$ cat src/rtl/mux2_arb_pkg.sv
// mux2_arb_pkg: shared state and source encodings for the round-robin 2:1 arbiter
package mux2_arb_pkg;
  typedef enum logic [1:0] {IDLE, GNT_A, GNT_B} state_t;
  localparam logic SRC_A = 1'b0;
  localparam logic SRC_B = 1'b1;
endpackage

$ cat src/rtl/mux2_out_reg.sv
// mux2_out_reg: single-entry output register with load, hold and drain
module mux2_out_reg #(
  parameter int WIDTH = 8
) (
  input  logic             clk,
  input  logic             rst_n,
  input  logic             load,
  input  logic [WIDTH-1:0] in_data,
  input  logic             in_last,
  input  logic             in_sel,
  input  logic             out_ready,
  output logic             out_valid,
  output logic [WIDTH-1:0] out_data,
  output logic             out_last,
  output logic             out_sel
);
  always_ff @(posedge clk) begin
    if (!rst_n) begin
      out_valid <= 1'b0;
      out_data  <= '0;
      out_last  <= 1'b0;
      out_sel   <= 1'b0;
    end else if (load) begin
      out_valid <= 1'b1;
      out_data  <= in_data;
      out_last  <= in_last;
      out_sel   <= in_sel;
    end else if (out_ready) begin
      out_valid <= 1'b0;
    end
  end
endmodule

$ cat src/rtl/mux2_rr_arbiter.sv
// mux2_rr_arbiter: round-robin burst arbiter sharing one registered 2:1 select between two valid/ready sources
module mux2_rr_arbiter
  import mux2_arb_pkg::*;
#(
  parameter int WIDTH     = 8,
  parameter int MAX_BURST = 4
) (
  input  logic             clk,
  input  logic             rst_n,
  input  logic             a_valid,
  input  logic [WIDTH-1:0] a_data,
  input  logic             a_last,
  output logic             a_ready,
  input  logic             b_valid,
  input  logic [WIDTH-1:0] b_data,
  input  logic             b_last,
  output logic             b_ready,
  output logic             out_valid,
  output logic [WIDTH-1:0] out_data,
  output logic             out_last,
  output logic             out_sel,
  input  logic             out_ready
);
  localparam int CW = MAX_BURST > 1 ? $clog2(MAX_BURST) : 1;
  state_t         state;
  logic           prio;
  logic [CW-1:0]  beat_cnt;
  logic           can_acc, sel, acc, rel, in_last;
  logic [WIDTH-1:0] in_data;
  always_comb begin
    can_acc = !out_valid || out_ready;
    sel     = state == GNT_B ? SRC_B : SRC_A;
    a_ready = state == GNT_A && can_acc;
    b_ready = state == GNT_B && can_acc;
    acc     = (a_valid && a_ready) || (b_valid && b_ready);
    in_data = sel ? b_data : a_data;
    in_last = sel ? b_last : a_last;
    rel     = acc && (in_last || beat_cnt == CW'(MAX_BURST - 1));
  end
  always_ff @(posedge clk) begin
    if (!rst_n) begin
      state    <= IDLE;
      prio     <= SRC_A;
      beat_cnt <= '0;
    end else if (state == IDLE) begin
      state <= a_valid && (!b_valid || prio == SRC_A) ? GNT_A : b_valid ? GNT_B : IDLE;
    end else if (rel) begin
      state    <= IDLE;
      beat_cnt <= '0;
      prio     <= !sel;
    end else if (acc) begin
      beat_cnt <= beat_cnt + 1'b1;
    end
  end
  mux2_out_reg #(.WIDTH(WIDTH)) u_out (
    .clk       (clk),
    .rst_n     (rst_n),
    .load      (acc),
    .in_data   (in_data),
    .in_last   (in_last),
    .in_sel    (sel),
    .out_ready (out_ready),
    .out_valid (out_valid),
    .out_data  (out_data),
    .out_last  (out_last),
    .out_sel   (out_sel)
  );
endmodule
$ cat config.mk
export PLATFORM = sky130hd
export DESIGN_NAME = mux2_rr_arbiter
export DESIGN_NICKNAME = d
export VERILOG_FILES = /design/src/rtl/mux2_arb_pkg.sv /design/src/rtl/mux2_out_reg.sv /design/src/rtl/mux2_rr_arbiter.sv
export SDC_FILE = /design/constraint.sdc
export NUM_CORES = 1
export LEC_CHECK = 0
export ABC_AREA = 1
export ABC_CLOCK_PERIOD_IN_PS = 1700
export BUFFER_PORTS_ARGS = -buffer_cell sky130_fd_sc_hd__buf_2
export CORE_MARGIN = 8
export CORE_UTILIZATION = 45
export CTS_CLUSTER_DIAMETER = 40
export CTS_CLUSTER_SIZE = 40
export DETAILED_ROUTE_END_ITERATION = 12
export GPL_ROUTABILITY_DRIVEN = 0
export GPL_TIMING_DRIVEN = 0
export HOLD_SLACK_MARGIN = 0.1
export PLACE_DENSITY = 0.77
export SYNTH_ARGS = -nofsm -noshare
export SYNTH_HDL_FRONTEND = slang
export SYNTH_HIERARCHICAL = 1
export SYNTH_SLANG_ARGS = --single-unit
$ cat constraint.sdc
create_clock -name clk -period 1.7 [get_ports clk]
set_input_delay 0.34 -clock clk [delete_from_list [all_inputs] [get_ports clk]]
set_output_delay 0.34 -clock clk [all_outputs]
set_load 0.005 [all_outputs]
==> flow_summary.toml, run 1 <==
[status]
status = "finished, final reports clean"

[setup_path]
crit_chain = "inv_2 > nand2_1 > clkbuf_4 > a21oi_1 > buf_2"
start_kind = "register"
cp_slowest_cell = "dfxtp_1"
crit_required_ns = 1.36
cp_max_fo = 10
worstPathArrival_ns = 1.25
crit_path_max_incr_delay_ns = 0.36
cpLargestDelayFamily = "buffers and inverters"
critical_path_buf_inv_count = 3
criticalPathCategory = "register to output port"
cp-end-kind = "output port"

[die]
rows = 15
initial_core_util = 0.469
fp.dieH_microns = 58.0
dieArea_sq_um = 3360
coreArea_sq_um = 1690
num_io_pins = 36
die_x_microns = 58.0

[cts]
cts-root-buf = "clkbuf_4"
cts_tree = "yes"
post_cts_resized = 0
post_cts_buffers = 0
cts.htree.levels = 1
cts.hold.buffers_added = 0
worstSkewPairLatency_ns = 0.29
clockBufferDepth = 2
cts_sinks = 16
cts_buffers = 3
cts.clk_slew.worst_paths_ns = 0.10

[routing]
wire_per_inst_microns = 11.8
wl_mm = 2.07
drt-initial-drc-count = 20
postRouteAntennaNets = 0
drc = 0
routed_via_density = 4.93
dr.pass1.iters = 4
vias = 862

[cells_and_area]
drive_above_1_share = 0.316
diodes = 0
nNetsFinal = 183
area_delta_synth_final_pct = 29.7

[sta]
hold_viol = 0
rsz0062_at_grt = "no"
fin_crit_sh = 0.936
fin_worst_skew_ns = 0.00147
slew_viol_final = 0
fin_tns_setup_ns = 0
setup_viol = 0
max_clock_freq_ghz = 0.628
worst_pin_slew_ns = 0.264
fin_crit_ns = 1.59
setup_ws_ns = 0.108
relSlewSlack = 0.823

[logic_synthesis]
ys_seq_area_frac = 0.404
ys_ff_latch = 16
syn_inst = 119
synth_cell_types = 19
syn_avg_cell_area_sq_um = 6.66
syn_area_sq_um = 792
yosysWarnings = 6
synth_fp_nets = 143

[pwr]
power_density_nw_per_um2 = 875
ir_worst_vdd_mv = 0.494
p_leak_nw = 0.579

[placed_design]
dp_slack_ns = 0.268
port_buffers = 35
hpwl_mm = 1.59

[global_routing]
gr-usage-all-layers = 0.132
grt_pass1_wl_mm = 3.53
grt_start_max_net_pins = 11
grt_pass1_vias = 789
overflow = 0
antenna_found_initial = 0

[worst_hold_path]
hold_class = "input port to register"

[flow_run]
cap_violations = 0
## placed cells by master (no fill, tap or decap)
cell type and n:
and2_1 1, clkbuf_4 4, buf_6 1, buf_2 36
ha_1 1, dfxtp_1 16, nand4_1 2, nand2_4 1
a21oi_2 2, nor2_1 24, inv_1 9, nand2_1 36
a21oi_1 2, buf_4 1, clkbuf_8 1, nand3_1 4
o21ai_1 3, o21ai_0 10, nor2_4 1, nand3_2 1
inv_2 2
## routing by layer
metal | vias up | global-route usage | wire (microns)
li1 | 450 | - | -
met5 | - | 0 | 0
met1 | 387 | 0.163 | 947
met2 | 21 | 0.196 | 973
met3 | 4 | 0.0375 | 106
met4 | 0 | 0.0839 | 45
## worst register-to-register path: cells and delay by family, from the launching register on
kind,cells,cell delay [ns]
and+or+nand+nor,5,0.62
DFF,1,0.42
buffers and inverters,3,0.29
## through the flow
step / hold WS [ns] / power, mW / cell area (sq um) / util / std cells
final: 0.309 / 0.899 / 1030 / 0.608 / 175
after global routing: 0.307 / 0.963 / 1030 / 0.608 / 175
after global placement: 0.463 / 0.643 / 988 / 0.585 / 171
after detailed placement: 0.476 / 0.650 / 988 / 0.585 / 171
after floorplan: 0.447 / 0.564 / 792 / - / 119
after CTS: 0.306 / 0.903 / 1020 / 0.607 / 175
## layout make-up
cell class                      instances  area [sq um]
Buffer                                  4          31.3
Clock buffer                            4          36.3
Fill cell                             162           662
Inverter                               11          41.3
Multi-Input combinational cell         88           402
Sequential cell                        16           320
Tap cell                               17          21.3
Timing Repair Buffer                   35           175
## cell families (layout without fill, tap and decap cells)
logic type	Yosys count	in the layout	share of synthesized area
and+or+nand+nor	70	70	0.374
AOI/OAI and AO/OA	17	17	0.117
DFF	16	16	0.404
buffers and inverters	15	54	0.0885
adders and majority gates	1	1	0.0158
## final timing paths
| check | end | startpoint | slack, ns | cells after the start |
|---|---|---|---|---|
| worst min register to register | prio | prio | 0.49 | 2 |
| worst min-delay path | u_out/out_valid | out_ready | 0.31 | 4 |
| worst max register to register | u_out/out_data[7] | state[1] | 0.26 | 8 |
| worst max-delay path | b_ready | state[0] | 0.11 | 5 |
## cell usage after synthesis (all sizes together)
library cell / instances / area [sq um]
a21oi: 4 / 27.5
dfxtp: 16 / 320
and2: 1 / 6.26
buf: 4 / 28.8
nor2: 25 / 101
nand2: 37 / 146
o21ai: 13 / 65.1
ha: 1 / 12.5
nand4: 2 / 12.5
inv: 11 / 41.3
nand3: 5 / 30.0
## registers in the layout (all words and copies together) (netlist names)
signal and flops:
beat_cnt 2, u_out/out_sel 1, u_out/out_valid 1, u_out/out_last 1, u_out/out_data 8, state 2, prio 1
## report_power, final
group          switching [mW]  internal, mW  total (mW)
combinational           0.116        0.0920       0.208
clock                   0.126         0.130       0.256
sequential             0.0233         0.412       0.435
Power figures use the tool's default switching activity.
==> run 2: changes to the inputs <==
--- a/config.mk
+++ b/config.mk
@@ -9,15 +9,14 @@
 export ABC_CLOCK_PERIOD_IN_PS = 1700
 export BUFFER_PORTS_ARGS = -buffer_cell sky130_fd_sc_hd__buf_2
 export CORE_MARGIN = 8
-export CORE_UTILIZATION = 45
+export CORE_UTILIZATION = 44
 export CTS_CLUSTER_DIAMETER = 40
 export CTS_CLUSTER_SIZE = 40
 export DETAILED_ROUTE_END_ITERATION = 12
 export GPL_ROUTABILITY_DRIVEN = 0
 export GPL_TIMING_DRIVEN = 0
 export HOLD_SLACK_MARGIN = 0.1
-export PLACE_DENSITY = 0.77
+export PLACE_DENSITY = 0.76
 export SYNTH_ARGS = -nofsm -noshare
 export SYNTH_HDL_FRONTEND = slang
-export SYNTH_HIERARCHICAL = 1
 export SYNTH_SLANG_ARGS = --single-unit
==> flow_summary.toml, run 2 <==
[setup_path]
cp_slowest_cell = "dfxtp_2"
start_kind = "register"
crit_required_ns = 1.36
crit_path_max_incr_delay_ns = 0.36
crit_chain = "inv_2 > nand2_1 > clkbuf_4 > nor2_1 > buf_2"
criticalPathCategory = "register to output port"
cp_max_fo = 10
cp-end-kind = "output port"
worstPathArrival_ns = 1.22

[global_routing]
grt_start_max_net_pins = 11
antenna_found_initial = 0
grt_pass1_wl_mm = 3.77
gr-usage-all-layers = 0.139
grt_pass1_vias = 865
overflow = 0

[cts]
cts_buffers = 3
post_cts_buffers = 0
worstSkewPairLatency_ns = 0.28
clockBufferDepth = 2
cts.htree.levels = 1
cts-root-buf = "clkbuf_4"
cts.clk_slew.worst_paths_ns = 0.09
cts_sinks = 16
cts_tree = "yes"

[logic_synthesis]
yosysWarnings = 0
syn_area_sq_um = 767
async_reset_ff_frac = 0
synth_cell_types = 17
synth_top_area_share = 0.418
yosys.area.top_type = "dfxtp_1"
ys_seq_area_frac = 0.418
synth_edf_count = 0
syn_avg_cell_area_sq_um = 6.61
synth_commonest_cells = "nand2_1 (36), nor2_1 (23), dfxtp_1 (16), o21ai_1 (9), inv_1 (8)"
ys.flop_type = "dfxtp_1"
ys_ff_latch = 16
syn_inst = 116
synth.most_common_cell = "nand2_1"
yosys-top-cells-area = "dfxtp_1 (42%), nand2_1 (18%), nor2_1 (11%)"
synth_fp_nets = 140

[pwr]
ir_worst_vdd_mv = 0.451
switching_share = 0.288
p_int_uw = 629
p_leak_nw = 0.575
comb_power_share = 0.226
p_sw_uw = 255
power.share.clock = 0.283
power.share.sequential = 0.490
power_density_nw_per_um2 = 880

[worst_hold_path]
hold_class = "input port to register"

[routing]
wire_per_inst_microns = 11.9
postRouteAntennaNets = 0
drc = 0
vias = 820
wl_mm = 2.06
dr.pass1.iters = 4
drt-initial-drc-count = 9
routed_via_density = 4.77

[sta]
relSlewSlack = 0.837
setup_viol = 0
holdWs_ns = 0.333
hold_viol = 0
max_clock_freq_ghz = 0.642
rsz0062_at_grt = "no"
slew_viol_final = 0
fin_crit_ns = 1.56
worst_pin_slew_ns = 0.244
fin_crit_sh = 0.916
fin_tns_setup_ns = 0
fin_worst_skew_ns = 0.000812

[cells_and_area]
layout_common_cells = "nand2_1 (36), buf_2 (36), nor2_1 (23)"
largest_reg_flops = 8
drive_above_1_share = 0.323
fin_cells = 172
finalInstanceArea_sq_um = 1000
nNetsFinal = 180
top_register = "u_out.out_data"
final_util = 0.595
diodes = 0
reg.largest.list = "u_out.out_data: 8 flops, beat_cnt: 2 flops, state: 2 flops"
area_delta_synth_final_pct = 31.0

[placed_design]
port_buffers = 35
hpwl_mm = 1.58
placed_cell_area_sq_um = 963
post-place-cells = 168

[die]
die_x_microns = 57.8
fp.dieH_microns = 57.8
dieArea_sq_um = 3340
rows = 15
coreArea_sq_um = 1690
num_io_pins = 36
initial_core_util = 0.454

[status]
status = "finished, final reports clean"

[flow_run]
cap_violations = 0
==> run 2: power groups by stage <==
| stage | clock [mW] | sequential (mW) | combinational (mW) |
|---|---|---|---|
| after floorplan | 0 | 0.442 | 0.116 |
| after global placement | 0 | 0.439 | 0.196 |
| after detailed placement | 0 | 0.441 | 0.201 |
| after CTS | 0.259 | 0.433 | 0.203 |
| after global routing | 0.272 | 0.437 | 0.234 |
| final | 0.250 | 0.434 | 0.200 |
==> run 2: metrics by stage <==
stage / worst slack (ns) / total power, mW
CTS: 0.0567 / 0.895
floorplan: 0.565 / 0.558
global route: 0.0364 / 0.942
detailed placement: 0.338 / 0.642
global placement: 0.373 / 0.636
finish: 0.142 / 0.884
==> run 2: what timing repair did <==
item | 4_1_cts | 5_1_grt
hold buffers | 0 | 0
endpoints found under the setup margin | 0 | 1
resized for setup | 0 | 3
==> run 2: final timing paths <==
| check | start | end | slack, ns | cells past startpoint |
|---|---|---|---|---|
| max | state[0] | b_ready | 0.14 | 5 |
| min | rst_n | beat_cnt[0] | 0.33 | 3 |
| max reg2reg | state[1] | u_out.out_data[3] | 0.40 | 7 |
| min reg2reg | prio | prio | 0.47 | 2 |
==> run 2: cell type report <==
class	count	area, sq um
repair buffers	35	175
multi-input cells	86	384
clock buffers	4	36.3
well taps	17	21.3
flip-flops and latches	16	323
fillers	173	684
inverters	11	41.3
plain buffers	3	23.8
==> run 2: cells by family (layout without fill, tap and decap cells) <==
logic type,after synthesis,after routing,share of synthesized area
AOI/OAI and AO/OA,16,16,0.104
adders and majority gates,1,1,0.0163
DFF,16,16,0.418
buffers and inverters,14,53,0.0816
and+or+nand+nor,69,69,0.380
==> run 2: critical path: cells and delay by family (launching register included) <==
family | cells | cell delay [ns]
buf+inv | 3 | 0.40
flops | 1 | 0.36
simple gates | 2 | 0.17
==> run 2: metal layers <==
| metal | share of wire | GRT usage | vias to the layer above |
|---|---|---|---|
| met3 | 0.081 | 0.0552 | 2 |
| met5 | 0 | 0 | - |
| met2 | 0.46 | 0.233 | 26 |
| li1 | - | - | 439 |
| met1 | 0.45 | 0.160 | 353 |
| met4 | 0.0054 | 0.0420 | 0 |
==> run 3: changes to the inputs <==
--- a/config.mk
+++ b/config.mk
@@ -6,17 +6,17 @@
 export NUM_CORES = 1
 export LEC_CHECK = 0
 export ABC_AREA = 1
-export ABC_CLOCK_PERIOD_IN_PS = 1700
+export ABC_CLOCK_PERIOD_IN_PS = 1800
 export BUFFER_PORTS_ARGS = -buffer_cell sky130_fd_sc_hd__buf_2
 export CORE_MARGIN = 8
-export CORE_UTILIZATION = 44
+export CORE_UTILIZATION = 46
 export CTS_CLUSTER_DIAMETER = 40
 export CTS_CLUSTER_SIZE = 40
 export DETAILED_ROUTE_END_ITERATION = 12
 export GPL_ROUTABILITY_DRIVEN = 0
 export GPL_TIMING_DRIVEN = 0
 export HOLD_SLACK_MARGIN = 0.1
-export PLACE_DENSITY = 0.76
+export PLACE_DENSITY = 0.79
 export SYNTH_ARGS = -nofsm -noshare
 export SYNTH_HDL_FRONTEND = slang
 export SYNTH_SLANG_ARGS = --single-unit
==> constraint.sdc (replaced) <==
create_clock -name clk -period 1.8 [get_ports clk]
set_input_delay 0.36 -clock clk [delete_from_list [all_inputs] [get_ports clk]]
set_output_delay 0.36 -clock clk [all_outputs]
set_load 0.005 [all_outputs]
==> flow_summary.toml, run 3 (synthesis results as in run 2) <==
[cts]
cts.clk_slew.worst_paths_ns = 0.09
cts_tree = "yes"
worstSkewPairLatency_ns = 0.28
cts-root-buf = "clkbuf_4"
cts.htree.levels = 1
cts_buffers = 3
post_cts_resized = 0
cts_sinks = 16
clockBufferDepth = 2
cts.hold.buffers_added = 0
post_cts_buffers = 0

[cells_and_area]
layout_common_cells = "buf_2 (37), nand2_1 (36), nor2_1 (23)"
multi_input_area_sq_um = 384
seq_area_sq_um = 320
drive_above_1_share = 0.310
diodes = 0
top_register = "u_out.out_data"
fill_cells = 151
reg.largest.list = "u_out.out_data: 8 flops, beat_cnt: 2 flops, state: 2 flops"
area_delta_synth_final_pct = 30.2
nNetsFinal = 180
fin_cells = 171
finalInstanceArea_sq_um = 998
largest_reg_flops = 8
mostFrequentLayoutCell = "buf_2"

[setup_path]
worstPathArrival_ns = 1.29
start_kind = "register"
criticalPathCategory = "register to output port"
crit_required_ns = 1.44
crit_top_cell = "buf_2"
cp_max_fo = 10
r2r_slack_ns = 0.41
crit_chain = "inv_2 > nand2_1 > buf_2 > nor2_1 > buf_2"
cpLargestDelayFamily = "flip-flops"
crit_path_max_incr_delay_ns = 0.43
cp_slowest_cell = "dfxtp_1"
critical_path_buf_inv_count = 3
cp-end-kind = "output port"

[routing]
vias = 856
drc = 0
wl_mm = 2.04
drt-initial-drc-count = 12
dr.pass1.iters = 4
wire_per_inst_microns = 11.9
routed_via_density = 5.01
postRouteAntennaNets = 0

[sta]
relSlewSlack = 0.834
fin_tns_setup_ns = 0
setup_viol = 0
slew_viol_final = 0
rsz0062_at_grt = "no"
fin_worst_skew_ns = 0.00203
fin_crit_ns = 1.65
hold_viol = 0
max_clock_freq_ghz = 0.605
worst_pin_slew_ns = 0.248
fin_crit_sh = 0.918

[global_routing]
grt_start_max_net_pins = 11
antenna_found_initial = 0
gr-usage-all-layers = 0.126
grt_pass1_vias = 845
overflow = 0
grt_pass1_wl_mm = 3.48

[die]
die_x_microns = 56.8
coreArea_sq_um = 1540
dieArea_sq_um = 3230
fp.dieH_microns = 56.8
initial_core_util = 0.498
num_io_pins = 36
rows = 14

[placed_design]
placed_cell_area_sq_um = 962
post-place-cells = 167
hpwl_mm = 1.59
port_buffers = 35

[flow_run]
cap_violations = 0

[status]
status = "finished, final reports clean"

[pwr]
p_leak_nw = 0.572
ir_worst_vdd_mv = 0.453
power_density_nw_per_um2 = 836

[worst_hold_path]
hold_class = "input port to register"
## run 3: changes by cell type in the layout (fill, tap and decap cells not counted), sizes merged
cell,delta
buf,+1
clkbuf,-1
## run 3: worst paths after layout
check / from / endpoint / depth (start not counted)
setup / recovery: state[0] / b_ready / 5
setup reg to reg: state[1] / u_out.out_data[4] / 7
hold / removal: rst_n / beat_cnt[0] / 3
hold reg to reg: u_out.out_sel / u_out.out_sel / 2
## run 3: stage by stage
step | setup slack (ns) | utilization | hold slack (ns) | power (mW)
3_5_place_dp | 0.428 | 0.624 | 0.459 | 0.608
3_3_place_gp | 0.472 | 0.624 | 0.452 | 0.600
4_1_cts | 0.139 | 0.648 | 0.348 | 0.843
2_1_floorplan | 0.665 | - | 0.438 | 0.527
6_report | 0.148 | 0.648 | 0.351 | 0.834
5_1_grt | 0.0544 | 0.648 | 0.359 | 0.885
## run 3: metal layers
metal | wire, microns | track usage | vias up
met5 | 0 | 0 | -
li1 | - | - | 447
met3 | 179 | 0.0494 | 5
met1 | 922 | 0.141 | 370
met2 | 918 | 0.213 | 34
met4 | 21 | 0.0369 | 0
## run 3: worst reg2reg max path: stages (launching register included)
cell     delay, ns
dfxtp_1       0.45
inv_2         0.08
nor2_4        0.22
nand3_2       0.14
nand2_4       0.13
buf_6         0.15
o21ai_1       0.07
nor2_1        0.10
## run 3: cell type report
cell class	count	share of cell area
well taps	16	0.0201
repair buffers	35	0.175
plain buffers	3	0.0213
multi-input cells	86	0.385
flip-flops and latches	16	0.321
inverters	11	0.0414
clock buffers	4	0.0363
## run 3: power breakdown
part / total, mW / internal [mW] / switching, mW
Sequential: 0.410 / 0.388 / 0.0224
Combinational: 0.189 / 0.0820 / 0.107
Clock: 0.235 / 0.123 / 0.112
Total: 0.834 / 0.593 / 0.242
